File: config.mk
export PLATFORM = sky130hd
export DESIGN_NAME = time_set_controller
export DESIGN_NICKNAME = d
export VERILOG_FILES = /design/src/rtl/clock_pkg.sv /design/src/rtl/button_debouncer.sv /design/src/rtl/time_set_controller.sv
export SDC_FILE = /design/constraint.sdc
export NUM_CORES = 1
export LEC_CHECK = 0
export CAP_MARGIN = 25
export CORE_AREA = 2 2 88 90
export CTS_BUF_LIST = sky130_fd_sc_hd__clkbuf_2
export DETAILED_ROUTE_END_ITERATION = 16
export DIE_AREA = 0 0 90 92
export HOLD_SLACK_MARGIN = 0.12
export PLACE_DENSITY = 0.81
export SLEW_MARGIN = 5
export SYNTH_ARGS = -nofsm -noshare
export SYNTH_HDL_FRONTEND = slang
export SYNTH_HIERARCHICAL = 1
export SYNTH_SLANG_ARGS = --single-unit
File: constraint.sdc
create_clock -name clk -period 1.9 [get_ports clk]
set_input_delay 0.19 -clock clk [delete_from_list [all_inputs] [get_ports clk]]
set_output_delay 0.19 -clock clk [all_outputs]
set_load 0.01 [all_outputs]
File: src/rtl/clock_pkg.sv
// Shared definitions for the clock time-set path: FSM state encoding,
// display field-select codes and the BCD limits used when editing HH:MM.
// Latency: none (types, constants and pure functions only).
// Backpressure: not applicable.
package clock_pkg;

    typedef enum logic [1:0] {
        IDLE     = 2'd0,
        SET_HOUR = 2'd1,
        SET_MIN  = 2'd2,
        COMMIT   = 2'd3
    } set_state_t;

    localparam logic [1:0] FIELD_NONE = 2'b00;
    localparam logic [1:0] FIELD_HOUR = 2'b01;
    localparam logic [1:0] FIELD_MIN  = 2'b10;

    localparam logic [3:0] HOUR_WRAP_TENS = 4'd2;
    localparam logic [3:0] HOUR_WRAP_ONES = 4'd3;
    localparam logic [3:0] MIN_MAX_TENS   = 4'd5;
    localparam logic [3:0] BCD_MAX        = 4'd9;

    // True when tens:ones is a legal BCD hour 00..23.
    function automatic logic hour_in_range(input logic [3:0] tens, input logic [3:0] ones);
        return (ones <= BCD_MAX) &&
               ((tens < HOUR_WRAP_TENS) ||
                ((tens == HOUR_WRAP_TENS) && (ones <= HOUR_WRAP_ONES)));
    endfunction

    // True when tens:ones is a legal BCD minute 00..59.
    function automatic logic min_in_range(input logic [3:0] tens, input logic [3:0] ones);
        return (ones <= BCD_MAX) && (tens <= MIN_MAX_TENS);
    endfunction

endpackage

File: src/rtl/button_debouncer.sv
// Purpose: synchronise an active-low raw button, debounce it, and emit a
//          one-cycle pulse on each debounced press (release gives no pulse).
// Latency: a raw edge held stable yields the press pulse DEBOUNCE_CYCLES+2 cycles later.
// Backpressure: none; the press pulse is fire-and-forget.
// Ports: clk, rst (async, active-high), btn_n (raw, active-low),
//        level (debounced pressed level), press (one-cycle press pulse).
module button_debouncer #(
    parameter int DEBOUNCE_CYCLES = 1000000
) (
    input  logic clk,
    input  logic rst,
    input  logic btn_n,
    output logic level,
    output logic press
);

    localparam int CW = $clog2(DEBOUNCE_CYCLES + 1);
    localparam logic [CW-1:0] CNT_LAST = CW'(DEBOUNCE_CYCLES - 1);
    localparam logic [CW-1:0] CNT_ONE  = CW'(1);

    logic          sync1;
    logic          sync2;
    logic [CW-1:0] cnt;

    always_ff @(posedge clk or posedge rst) begin
        if (rst) begin
            sync1 <= 1'b0;
            sync2 <= 1'b0;
            level <= 1'b0;
            cnt   <= '0;
            press <= 1'b0;
        end else begin
            // Inverted on entry so everything downstream is "pressed = 1".
            sync1 <= ~btn_n;
            sync2 <= sync1;
            press <= 1'b0;
            if (sync2 == level) begin
                cnt <= '0;
            end else if (cnt == CNT_LAST) begin
                // This is the DEBOUNCE_CYCLES-th consecutive disagreeing cycle.
                level <= sync2;
                cnt   <= '0;
                press <= sync2;
            end else begin
                cnt <= cnt + CNT_ONE;
            end
        end
    end

endmodule

File: src/rtl/time_set_controller.sv
// Purpose: MODE/INC button front end and set-time FSM; captures running HH:MM,
//          edits hours then minutes in BCD, and commits with a one-cycle load.
// Latency: FSM/edit registers update on the edge after a debounced press pulse.
// Backpressure: none; counters must accept load whenever it is asserted.
// Ports: clk, rst (async, active-high), btn_mode_n/btn_inc_n (raw, active-low),
//        cur_* (running BCD time), set_active, field_sel, hour_*/min_* (edit
//        registers), load (commit strobe).
// Build option: define TIME_SET_AUTO_REPEAT_EN to auto-repeat INC every
//        REPEAT_CYCLES while held in an edit state; otherwise one step per press.
module time_set_controller
    import clock_pkg::*;
#(
    parameter int DEBOUNCE_CYCLES = 1000000,
    parameter int REPEAT_CYCLES   = 25000000
) (
    input  logic       clk,
    input  logic       rst,
    input  logic       btn_mode_n,
    input  logic       btn_inc_n,
    input  logic [3:0] cur_hour_tens,
    input  logic [3:0] cur_hour_ones,
    input  logic [3:0] cur_min_tens,
    input  logic [3:0] cur_min_ones,
    output logic       set_active,
    output logic [1:0] field_sel,
    output logic [3:0] hour_tens,
    output logic [3:0] hour_ones,
    output logic [3:0] min_tens,
    output logic [3:0] min_ones,
    output logic       load
);

    set_state_t state_q, state_d;
    logic [3:0] hour_tens_q, hour_ones_q, min_tens_q, min_ones_q;
    logic [3:0] hour_tens_d, hour_ones_d, min_tens_d, min_ones_d;

    logic mode_press, mode_held_unused;
    logic inc_press, inc_level;
    logic rep_evt;
    logic inc_evt;
    logic editing;

    button_debouncer #(.DEBOUNCE_CYCLES(DEBOUNCE_CYCLES)) u_mode_db (
        .clk   (clk),
        .rst   (rst),
        .btn_n (btn_mode_n),
        .level (mode_held_unused),
        .press (mode_press)
    );

    button_debouncer #(.DEBOUNCE_CYCLES(DEBOUNCE_CYCLES)) u_inc_db (
        .clk   (clk),
        .rst   (rst),
        .btn_n (btn_inc_n),
        .level (inc_level),
        .press (inc_press)
    );

    assign editing = (state_q == SET_HOUR) || (state_q == SET_MIN);

`ifdef TIME_SET_AUTO_REPEAT_EN
    localparam int RCW = $clog2(REPEAT_CYCLES + 1);
    localparam logic [RCW-1:0] REP_LAST = RCW'(REPEAT_CYCLES - 1);
    localparam logic [RCW-1:0] REP_ONE  = RCW'(1);

    logic [RCW-1:0] rep_cnt;

    // In an edit state a MODE press always changes state, so it doubles as
    // the "state change" clear without looking at the next-state logic.
    assign rep_evt = inc_level && editing && !mode_press && (rep_cnt == REP_LAST);

    always_ff @(posedge clk or posedge rst) begin
        if (rst) begin
            rep_cnt <= '0;
        end else if (!inc_level || !editing || mode_press) begin
            rep_cnt <= '0;
        end else if (rep_cnt == REP_LAST) begin
            rep_cnt <= '0;
        end else begin
            rep_cnt <= rep_cnt + REP_ONE;
        end
    end
`else
    logic repeat_unused;

    // Held level and repeat period have no consumer without auto-repeat.
    assign repeat_unused = inc_level & (REPEAT_CYCLES > 0);
    assign rep_evt       = 1'b0;
`endif

    assign inc_evt = inc_press | rep_evt;

    always_ff @(posedge clk or posedge rst) begin
        if (rst) begin
            state_q     <= IDLE;
            hour_tens_q <= 4'd0;
            hour_ones_q <= 4'd0;
            min_tens_q  <= 4'd0;
            min_ones_q  <= 4'd0;
        end else begin
            state_q     <= state_d;
            hour_tens_q <= hour_tens_d;
            hour_ones_q <= hour_ones_d;
            min_tens_q  <= min_tens_d;
            min_ones_q  <= min_ones_d;
        end
    end

    always_comb begin
        state_d     = state_q;
        hour_tens_d = hour_tens_q;
        hour_ones_d = hour_ones_q;
        min_tens_d  = min_tens_q;
        min_ones_d  = min_ones_q;
        set_active  = 1'b0;
        field_sel   = FIELD_NONE;
        load        = 1'b0;

        case (state_q)
            IDLE: begin
                if (mode_press) begin
                    state_d = SET_HOUR;
                    // Garbage on the running-time bus is replaced by 00.
                    if (hour_in_range(cur_hour_tens, cur_hour_ones)) begin
                        hour_tens_d = cur_hour_tens;
                        hour_ones_d = cur_hour_ones;
                    end else begin
                        hour_tens_d = 4'd0;
                        hour_ones_d = 4'd0;
                    end
                    if (min_in_range(cur_min_tens, cur_min_ones)) begin
                        min_tens_d = cur_min_tens;
                        min_ones_d = cur_min_ones;
                    end else begin
                        min_tens_d = 4'd0;
                        min_ones_d = 4'd0;
                    end
                end
            end

            SET_HOUR: begin
                set_active = 1'b1;
                field_sel  = FIELD_HOUR;
                // MODE takes priority; a coincident INC is dropped.
                if (mode_press) begin
                    state_d = SET_MIN;
                end else if (inc_evt) begin
                    if ((hour_tens_q == HOUR_WRAP_TENS) && (hour_ones_q == HOUR_WRAP_ONES)) begin
                        hour_tens_d = 4'd0;
                        hour_ones_d = 4'd0;
                    end else if (hour_ones_q >= BCD_MAX) begin
                        hour_tens_d = hour_tens_q + 4'd1;
                        hour_ones_d = 4'd0;
                    end else begin
                        hour_ones_d = hour_ones_q + 4'd1;
                    end
                end
            end

            SET_MIN: begin
                set_active = 1'b1;
                field_sel  = FIELD_MIN;
                if (mode_press) begin
                    state_d = COMMIT;
                end else if (inc_evt) begin
                    // Minute wrap never carries into hours.
                    if (min_ones_q >= BCD_MAX) begin
                        min_ones_d = 4'd0;
                        min_tens_d = (min_tens_q >= MIN_MAX_TENS) ? 4'd0 : (min_tens_q + 4'd1);
                    end else begin
                        min_ones_d = min_ones_q + 4'd1;
                    end
                end
            end

            COMMIT: begin
                load    = 1'b1;
                state_d = IDLE;
            end

            default: begin
                state_d = IDLE;
            end
        endcase
    end

    assign hour_tens = hour_tens_q;
    assign hour_ones = hour_ones_q;
    assign min_tens  = min_tens_q;
    assign min_ones  = min_ones_q;

endmodule

Yosys cells after proc, flatten, opt, wreduce, memory -nomap -nowiden
Cells that the tools add are included.

word-level totals
  output and inout port bits = 20
  input bits = 20
  word-level logic and storage cells = 110
  bits in registers = 66

operators by class
  add/subtract/negate cells = 6
  magnitude comparators = 8
  mux-type cells = 42
  eq/ne operators = 19
  bitwise gates (word level) = 4
  reduce and logical (&&, ||, !) cells = 16

operators with widths
  cell                                                            count
  two-way mux 4 bit                                               23
  two-way mux 20 bit                                              4
  adder 20 x 1 -> 20 bit, second input constant                   2
  equality test 20 bit, second input constant                     2
  case mux 4 bit (2 select lines)                                 4
  adder 4 x 1 -> 4 bit, second input constant                     4
  equality test 4 x 2 -> 1 bit, second input constant             3
  != test 2 x 1 -> 1 bit, second input constant                   6
  AND reduction 5 bit                                             2
  >= comparator 4 bit, second input constant                      2
  less-or-equal comparator 4 bit, second input constant           2
  case mux 2 bit (4 select lines)                                 1
  AND reduction 4 bit                                             2
  two-way mux 1 bit                                               6
  two-way mux 2 bit                                               3
  equality test 2 bit, second input constant                      2
  >= comparator 4 x 3 -> 1 bit, second input constant             1
  less-or-equal comparator 4 x 2 -> 1 bit, second input constant  1
  less-or-equal comparator 4 x 3 -> 1 bit, second input constant  1
  logical AND 1 bit                                               4
  < comparator 4 x 2 -> 1 bit, second input constant              1
  != test 2 bit, second input constant                            2
  NOT 1 bit                                                       4
  case mux 2 bit (2 select lines)                                 1
  other kinds (9)                                                 12

Longest topological paths before layout
Gate-level depths: netlist of the first run.

  word-level depth = 7
  gate-level depth with buffers = 7
  gate-level depth less buffers = 6

Hierarchy
The synthesis of the first run kept the hierarchy.

by module, submodules not included
  module               times used  area an instance (µm²)  seq. area each (µm²)  cells each
  button_debouncer     2           1192.4                  600.6                 109
  time_set_controller  1           1391.3                  450.4                 140

Least setup slack after synthesis of the first run
No wires, ideal clock.

  path kind = register to register
  start = register hour_tens_q[0] (netlist: hour_tens[0])
  end = register hour_tens_q[1] (netlist: hour_tens[1])
  path buffers = 0
  setup time = 125 ps
  period minus slack after synthesis = 1911 ps
  arrival = 1786 ps
  required time = 1775 ps
  stages on the path, launching flop included = 7
  path slack = -11 ps
  path through = dfrtp_1 -> inv_1 -> ha_1 -> or4b_4 -> o221ai_4 -> and2_4 -> mux2_4

between the ends
  word-level cells in the longest chain between the ends = 6
  elaborated cells between the ends (all ways) = 10
  those cells by class = add/sub: 1; eq/ne: 2; mux: 5; reduce/logical: 2

RTL lines
  item                                                                         RTL line                                                RTL
  start: declaration                                                           time_set_controller.sv:34                               logic [3:0] hour_tens_q, hour_ones_q, min_tens_q, min_ones_q;
  start signal: assignment                                                     time_set_controller.sv:102                              hour_tens_q <= hour_tens_d;
  adder 4 x 1 -> 4 bit / equality test 4 x 2 -> 1 bit (equally long branches)  time_set_controller.sv:152, time_set_controller.sv:148
  two-way mux 4 bit / logical AND 1 bit (equally long branches)                time_set_controller.sv:151, time_set_controller.sv:148
  two-way mux 4 bit                                                            time_set_controller.sv:148                              if ((hour_tens_q == HOUR_WRAP_TENS) && (hour_ones_q == HOUR_WRAP_ONES)) begin
  two-way mux 4 bit                                                            time_set_controller.sv:147                              end else if (inc_evt) begin
  two-way mux 4 bit                                                            time_set_controller.sv:145                              if (mode_press) begin
  case mux 4 bit (2 select lines)                                              time_set_controller.sv:119                              case (state_q)

Parallel ways exist; a longest one is shown, timed or not. The select of a mux whose other input is x is not followed.
A chain may end at the register's enable or synchronous reset.

Worst setup path after layout of the first run
  start = register state_q[1]
  end = register hour_tens_q[1] (netlist: hour_tens[1])

between the ends
  word-level cells in the longest chain between the ends = 3
  elaborated cells between the ends (all ways) = 9
  those cells by class = eq/ne: 5; mux: 1; reduce/logical: 3

RTL lines
  item                                                                    RTL line                    RTL
  start: declaration                                                      time_set_controller.sv:33   set_state_t state_q, state_d;
  start signal: assignment                                                time_set_controller.sv:101  state_q <= state_d;
  equality test 2 x 1 -> 1 bit / zero test 2 bit (equally long branches)  time_set_controller.sv:119
  != test 3 x 1 -> 1 bit (no line), or another cell as far along          --
  AND reduction 5 bit (no line)                                           --

Parallel ways exist; a longest one is shown, timed or not.

==> results.tsv, run 1 <==
stage	metric	value	unit
worst_hold_path	Hold WC Path Type	primary input to flip-flop	
die	initial cell density of the core	50.71	%
cts	Num CTS Buffers	9	
timing	slew at the pin with the worst max-slew slack	0.3811	ns
cts	Skew-Pair Late Insertion Delay	0.54	ns
global_routing	pin count of the biggest net entering global routing	25	
run_status	status	finished with violations	
die	full die area	8280	um^2
global_routing	total congestion overflow	0	
cts	CTS tree	yes	
critical_path	Worst Path Arrival	2.42	ns
placement	gpl congestion	0.8222	
placement	Area after DPL	4554	um^2
timing	clk_skew	0.03087	ns
yosys	Post-synth EDFFs	0	
yosys	synth top area cells	dfrtp_1 44%, ha_1 6.0%, nor2_1 4.0%	
timing	relative slew slack	74.56	%
yosys	xor/xnor share of the synthesized area	6.494	%
yosys	Async SR Flop Fraction	100.0	%
yosys	flops & latches, synth	66	
timing	final max-slew violation count	0	
cts	CTS max path bufs	2	
critical_path	crit path max fanout	4	
yosys	Synth top area share	43.74	%
critical_path	cell chain of the critical path	buf_6 -> inv_6 -> ha_4 -> or3b_4 -> mux2i_4 -> and2_4 -> mux2_4	
routing	via count	3245	
timing	Setup Viol. Count Final	4	
cts	Worst-path clk slew	0.22	ns
timing	fmax	513.3	MHz
critical_path	CP bufs+invs	2	
timing	Final Cycle Share	102.5	%
yosys	Yosys warnings	6	
yosys	sequential fraction of the synthesis area	43.74	%
critical_path	crit-path leading delay family	simple AND/OR/NAND/NOR gates	
yosys	Mapped Nets	396	
routing	final wirelength	9692	um
placement	Port Buffer Count	39	
critical_path	Worst Setup Start Kind	flip-flop	
global_routing	global-route wire length before repair	15010	um
yosys	ys flop type	dfrtp_1	
power_and_ir_drop	PwrDens	489.8	nW/um^2
layout	Final Cell Area	5000	um^2
cts	Sink Count	66	
routing	WL/cell	17.18	um
yosys	adder-cell area share of the yosys netlist	5.964	%
routing	Vias per Instance	5.754	
die	die width	90	um
routing	Post-DRT Antenna Nets	0	
layout	# diodes	0	
global_routing	All-Layer GR Usage	22.47	%
layout	nets	497	
job	max cap viols	0	
placement	post-DP HPWL	6142	um
critical_path	CP peak stage delay	0.43	ns
layout	synthesis-to-finish area growth	32.41	%
yosys	most common cell in the netlist	dfrtp_1	
global_routing	vias in the first global route	3257	
die	die height	92	um
yosys	largest family of logic cells by synthesized area	simple AND/OR/NAND/NOR gates	
timing	Fin. Hold Viols	0	
layout	layout cells sized above 1	26.19	%
timing	post-route minimum period	1.948	ns
timing	Setup TNS	-0.09797	ns
run_status	failing checks	setup timing	
timing	Final Worst Setup Slack	-0.04810	ns
power_and_ir_drop	Leak	0.002182	uW
critical_path	WS Path Type	flip-flop to flip-flop	
yosys	Synth Area in Simple Gates	23.99	%
yosys	mux contribution to synthesized area	3.744	%
yosys	syn_area_per_cell	10.55	um^2
critical_path	Req. time, crit path	2.37	ns
timing	RSZ-0062 raised after global routing	yes	
yosys	Cell Area, Synth	3776	um^2
cts	clk root buf	clkbuf_2	
cts	H-tree levels	3	
global_routing	initial antenna violation count	0	
yosys	biggest area consumer among synthesized cells	dfrtp_1	
routing	First-pass DRT Iterations	6	
die	IO Pins	40	
die	row count	32	
die	core region area	7447	um^2
yosys	Cells after Synth	358	
timing	hold_ws	0.2550	ns
yosys	Cell variety after synth	55	
yosys	list of most frequent post-synthesis cells	66 x dfrtp_1, 40 x nor2_1, 22 x inv_1	
power_and_ir_drop	Power Total	2449	uW
critical_path	Worst path slowest cell	or3b_4	
layout	fin util	67.14	%
yosys	Compound-Gate Fraction of Synth Area	13.15	%
routing	DR iter-0 viols	216	
critical_path	CP Capture Type	flip-flop	
power_and_ir_drop	Max VDD drop	322.3	uV
routing	DR DRC count	0	
## layout by cell type, fill, tap and decap left out, types with 3 or more instances in the layout
cell,synthesis,final
or3_4,2,3
xnor2_1,14,14
dfrtp_1,66,65
a22o_1,7,7
or4_1,6,6
buf_4,3,43
o31ai_1,7,7
nor4_4,0,4
buf_6,0,10
clkbuf_2,0,11
nor2_1,40,39
o21ai_1,5,4
o21ai_2,1,3
o21ai_0,8,6
dlygate4sd3_1,0,3
clkdlybuf4s50_1,0,34
nand2b_1,5,4
o2bb2ai_1,3,3
and4_1,4,4
inv_1,22,20
nand4_1,4,4
mux2i_1,3,3
o21a_1,3,3
ha_1,18,15
nand3_2,4,4
nor3_1,10,8
nand2_1,15,15
clkinvlp_4,0,3
and3_1,7,7
a21oi_1,15,15
mux2_4,5,5
nand3_1,13,13
a22oi_1,3,3
nor3b_1,4,4
xor2_1,14,14
ha_4,0,3
## worst min-delay path, stage by stage
cell	delay, ns
clkdlybuf4s50_1	0.41
o21ai_1	0.08
a31oi_1	0.08
## flip-flops by register name, summed over array words and instances (netlist names)
register / cells
u_inc_db/cnt: 20
u_mode_db/cnt: 20
hour_ones: 4
hour_tens: 4
min_ones: 4
min_tens: 4
state_q: 2
u_inc_db/level: 1
u_inc_db/press: 1
u_inc_db/sync1: 1
u_inc_db/sync2: 1
u_mode_db/level: 1
u_mode_db/press: 1
u_mode_db/sync1: 1
u_mode_db/sync2: 1
## what timing repair did
item | CTS | global route
hold buffers | 2 | 1
resized for setup | 20 | 37
buffers inserted | 5 | 10
hold endpoints to repair | 52 | 1
pin swaps | 6 | 15
endpoints found under the setup margin | 11 | 29
gates cloned | 0 | 0
## through the flow
stage          setup slack, ns  std cells
2_1_floorplan        -0.008486        358
3_3_place_gp           0.06508        533
3_5_place_dp          -0.03300        533
4_1_cts                -0.1427        553
5_1_grt               -0.08938        564
6_report              -0.04810        564
## power breakdown
group | total [uW] | internal [uW] | switching (uW)
registers | 1440 | 1420 | 18.0
clock network | 823 | 285 | 538
logic | 184 | 92.8 | 91.4
total | 2450 | 1800 | 648
## path summary, 6_finish.rpt
| kind | cells past startpoint | to | start | slack [ns] |
|---|---|---|---|---|
| hold / removal | 3 | hour_ones[0]$_DFFE_PP0P_ | cur_hour_ones[0] | 0.25 |
| setup / recovery | 7 | hour_tens[1]$_DFFE_PP0P_ | state_q[1]$_DFFE_PP0P_ | -0.05 |
| max in group asynchronous | 4 | u_mode_db/cnt[4]$_DFF_PP0_ | rst | 0.75 |
| hold reg to reg | 0 | u_mode_db/sync2$_DFF_PP0_ | u_mode_db/sync1$_DFF_PP0_ | 0.37 |
| min in group asynchronous | 3 | u_mode_db/press$_DFF_PP0_ | rst | 0.57 |
| setup reg to reg | 7 | hour_tens[1]$_DFFE_PP0P_ | state_q[1]$_DFFE_PP0P_ | -0.05 |
## layout make-up
class | count | area, um^2
fillers | 551 | 2447
inverters | 22 | 87.58
well taps | 102 | 127.6
flip-flops and latches | 66 | 1653
multi-input cells | 266 | 2188
repair buffers | 94 | 840.8
clock inverters | 5 | 57.56
clock buffers | 9 | 45.04
## logic make-up (layout without fill, tap and decap cells)
group,Yosys count,in the layout
buffers and inverters,26,130
adders and majority gates,18,18
AOI/OAI and AO/OA,63,63
and+or+nand+nor,147,147
muxes,10,10
xor gates and xnor gates,28,28
DFF,66,66
## per-layer routing
layer / up-vias / GRT usage [%] / share of wire [%]
met5: - / 0 / 0
met4: 0 / 11.28 / 3.0
met3: 37 / 4.601 / 4.6
met2: 116 / 38.72 / 51
met1: 1586 / 26.79 / 41
li1: 1506 / - / -
Power figures use the tool's default switching activity.
==> run 2: changes to the inputs <==
--- a/config.mk
+++ b/config.mk
@@ -17,3 +17,4 @@
 export SYNTH_HDL_FRONTEND = slang
 export SYNTH_HIERARCHICAL = 1
 export SYNTH_SLANG_ARGS = --single-unit
+export TNS_END_PERCENT = 1
==> run 2 against run 1 <==
The run still ends with setup timing left. Critical path type unchanged. Clock skew grew 0.0017 ns. First-iteration DRC count decreased by 35%. Worst hold slack worse by 0.093 ns. Combinational power decreased by 9.8%.
==> results.tsv, run 2 (synthesized netlist as in run 1, its figures left out) <==
stage	metric	value	unit
run_status	status	finished with violations	
run_status	failing checks	setup timing	
routing	WL/cell	15.17	um
cts	Num CTS Buffers	9	
layout	most common cell after layout, fill and taps aside	dfrtp_1	
critical_path	Worst Setup Start Kind	flip-flop	
power_and_ir_drop	Max VDD drop	404.6	uV
critical_path	Req. time, crit path	2.33	ns
timing	clk_skew	0.03260	ns
timing	RSZ-0062 raised after global routing	yes	
timing	Fin. Hold Viols	0	
die	row count	32	
critical_path	Reg2Reg Launch Point	hour_tens[0]$_DFFE_PP0P_	
worst_hold_path	Hold WC Path Type	primary input to flip-flop	
layout	nets	483	
cts	H-tree levels	3	
die	die height	92	um
cts	Skew-Pair Late Insertion Delay	0.52	ns
critical_path	Worst Path Arrival	2.36	ns
placement	gpl congestion	0.8304	
timing	relative slew slack	67.65	%
job	max cap viols	0	
layout	# fillers	584	
global_routing	busiest grt layer	met2	
global_routing	pin count of the biggest net entering global routing	25	
placement	Port Buffer Count	39	
timing	hold_ws	0.1616	ns
routing	First-pass DRT Iterations	5	
timing	Setup Viol. Count Final	4	
critical_path	critical path endpoint	hour_tens[1]$_DFFE_PP0P_	
timing	slew at the pin with the worst max-slew slack	0.4853	ns
timing	post-route minimum period	1.920	ns
critical_path	CP Capture Type	flip-flop	
power_and_ir_drop	Leak	0.002047	uW
layout	biggest regs	u_inc_db/cnt x20, u_mode_db/cnt x20	
global_routing	All-Layer GR Usage	20.74	%
die	IO Pins	40	
layout	layout cells sized above 1	22.22	%
cts	CTS max path bufs	2	
routing	DR iter-0 viols	141	
power_and_ir_drop	Power Total	2419	uW
die	full die area	8280	um^2
layout	# diodes	0	
global_routing	vias in the first global route	3026	
global_routing	total congestion overflow	0	
power_and_ir_drop	PwrDens	507.3	nW/um^2
critical_path	reg2reg setup slack	-0.02	ns
critical_path	crit path max fanout	2	
global_routing	met1 usage	25.66	%
critical_path	RR Endpoint	hour_tens[1]$_DFFE_PP0P_	
cts	CTS tree	yes	
routing	final wirelength	8374	um
layout	leading cell types in the layout, fill and taps excluded	64 x dfrtp_1, 40 x nor2_1, 38 x buf_4	
routing	Post-DRT Antenna Nets	0	
global_routing	met3 Use GR	3.698	%
critical_path	R2R depth	6	
cts	Worst-path clk slew	0.20	ns
global_routing	initial antenna violation count	0	
layout	synthesis-to-finish area growth	26.31	%
die	core region area	7447	um^2
routing	via count	3150	
global_routing	met2 usage in global routing	36.28	%
routing	Vias per Instance	5.707	
die	initial cell density of the core	50.71	%
die	die width	90	um
placement	pre-CTS setup slack	-0.05201	ns
timing	Final Cycle Share	101.1	%
timing	fmax	520.7	MHz
routing	DR DRC count	0	
cts	Sink Count	66	
placement	post-DP HPWL	5989	um
timing	final max-slew violation count	0	
critical_path	Worst Setup SP	hour_tens[0]$_DFFE_PP0P_	
global_routing	global-route wire length before repair	13930	um
critical_path	WS Path Type	flip-flop to flip-flop	
cts	clk root buf	clkbuf_2	
timing	Final Worst Setup Slack	-0.02036	ns
## run 2: power breakdown
group / leakage (uW) / switching (uW) / internal (uW) / total [uW]
clock network: 0.0000731 / 512 / 301 / 812
registers: 0.000878 / 17.6 / 1420 / 1440
logic: 0.00110 / 84.3 / 81.9 / 166
total: 0.00205 / 614 / 1810 / 2420
## run 2: metrics by stage
stage | utilization (%) | instances | TNS [ns] | area (um^2)
final | 64.05 | 552 | -0.02647 | 4770
after global routing | 64.05 | 552 | -0.4014 | 4770
after CTS | 62.95 | 549 | -0.02856 | 4688
after detailed placement | 61.02 | 532 | -0.1445 | 4544
after global placement | 61.02 | 532 | 0 | 4544
after floorplan | - | 358 | -0.01964 | 3776
## run 2: final cells by class
type,count,area [um^2],area share [%]
Multi-Input combinational cell,266,2088,43.78
Sequential cell,66,1654,34.68
Timing Repair Buffer,80,709.4,14.87
Tap cell,102,127.6,2.676
Inverter,22,82.58,1.731
Clock inverter,6,57.56,1.207
Clock buffer,10,50.05,1.049
## run 2: worst min-delay path by stage
stage,startpoint,end,slack (ns),cells past startpoint
6_report,btn_inc_n,u_inc_db/sync1$_DFF_PP0_,0.16,2
4_1_cts,btn_inc_n,u_inc_db/sync1$_DFF_PP0_,0.13,2
3_3_place_gp,u_mode_db/sync1$_DFF_PP0_,u_mode_db/sync2$_DFF_PP0_,0.33,0
5_1_grt,btn_inc_n,u_inc_db/sync1$_DFF_PP0_,0.13,2
2_1_floorplan,rst,hour_ones[0]$_DFFE_PP0P_,0.13,1
3_5_place_dp,u_mode_db/sync1$_DFF_PP0_,u_mode_db/sync2$_DFF_PP0_,0.34,0
## run 2: per-layer routing
metal,up-vias,wire [um]
li1,1489,-
met1,1568,3719
met2,74,4175
met3,19,314
met4,0,165
met5,-,0
## run 2: repair_timing
| action | in CTS | in global routing |
|---|---|---|
| setup endpoints to repair | 13 | 27 |
| buffers inserted | 0 | 3 |
| resized for setup | 11 | 17 |
| hold buffers | 1 | 0 |
| pin swaps | 0 | 3 |
| hold endpoints to repair | 49 | 0 |
## run 2: critical path, cell delays in order, from the launching register on
cell	delay [ns]
dfrtp_1	0.44
inv_2	0.06
ha_1	0.13
or4b_4	0.49
o221ai_4	0.22
and2_4	0.19
mux2_4	0.29
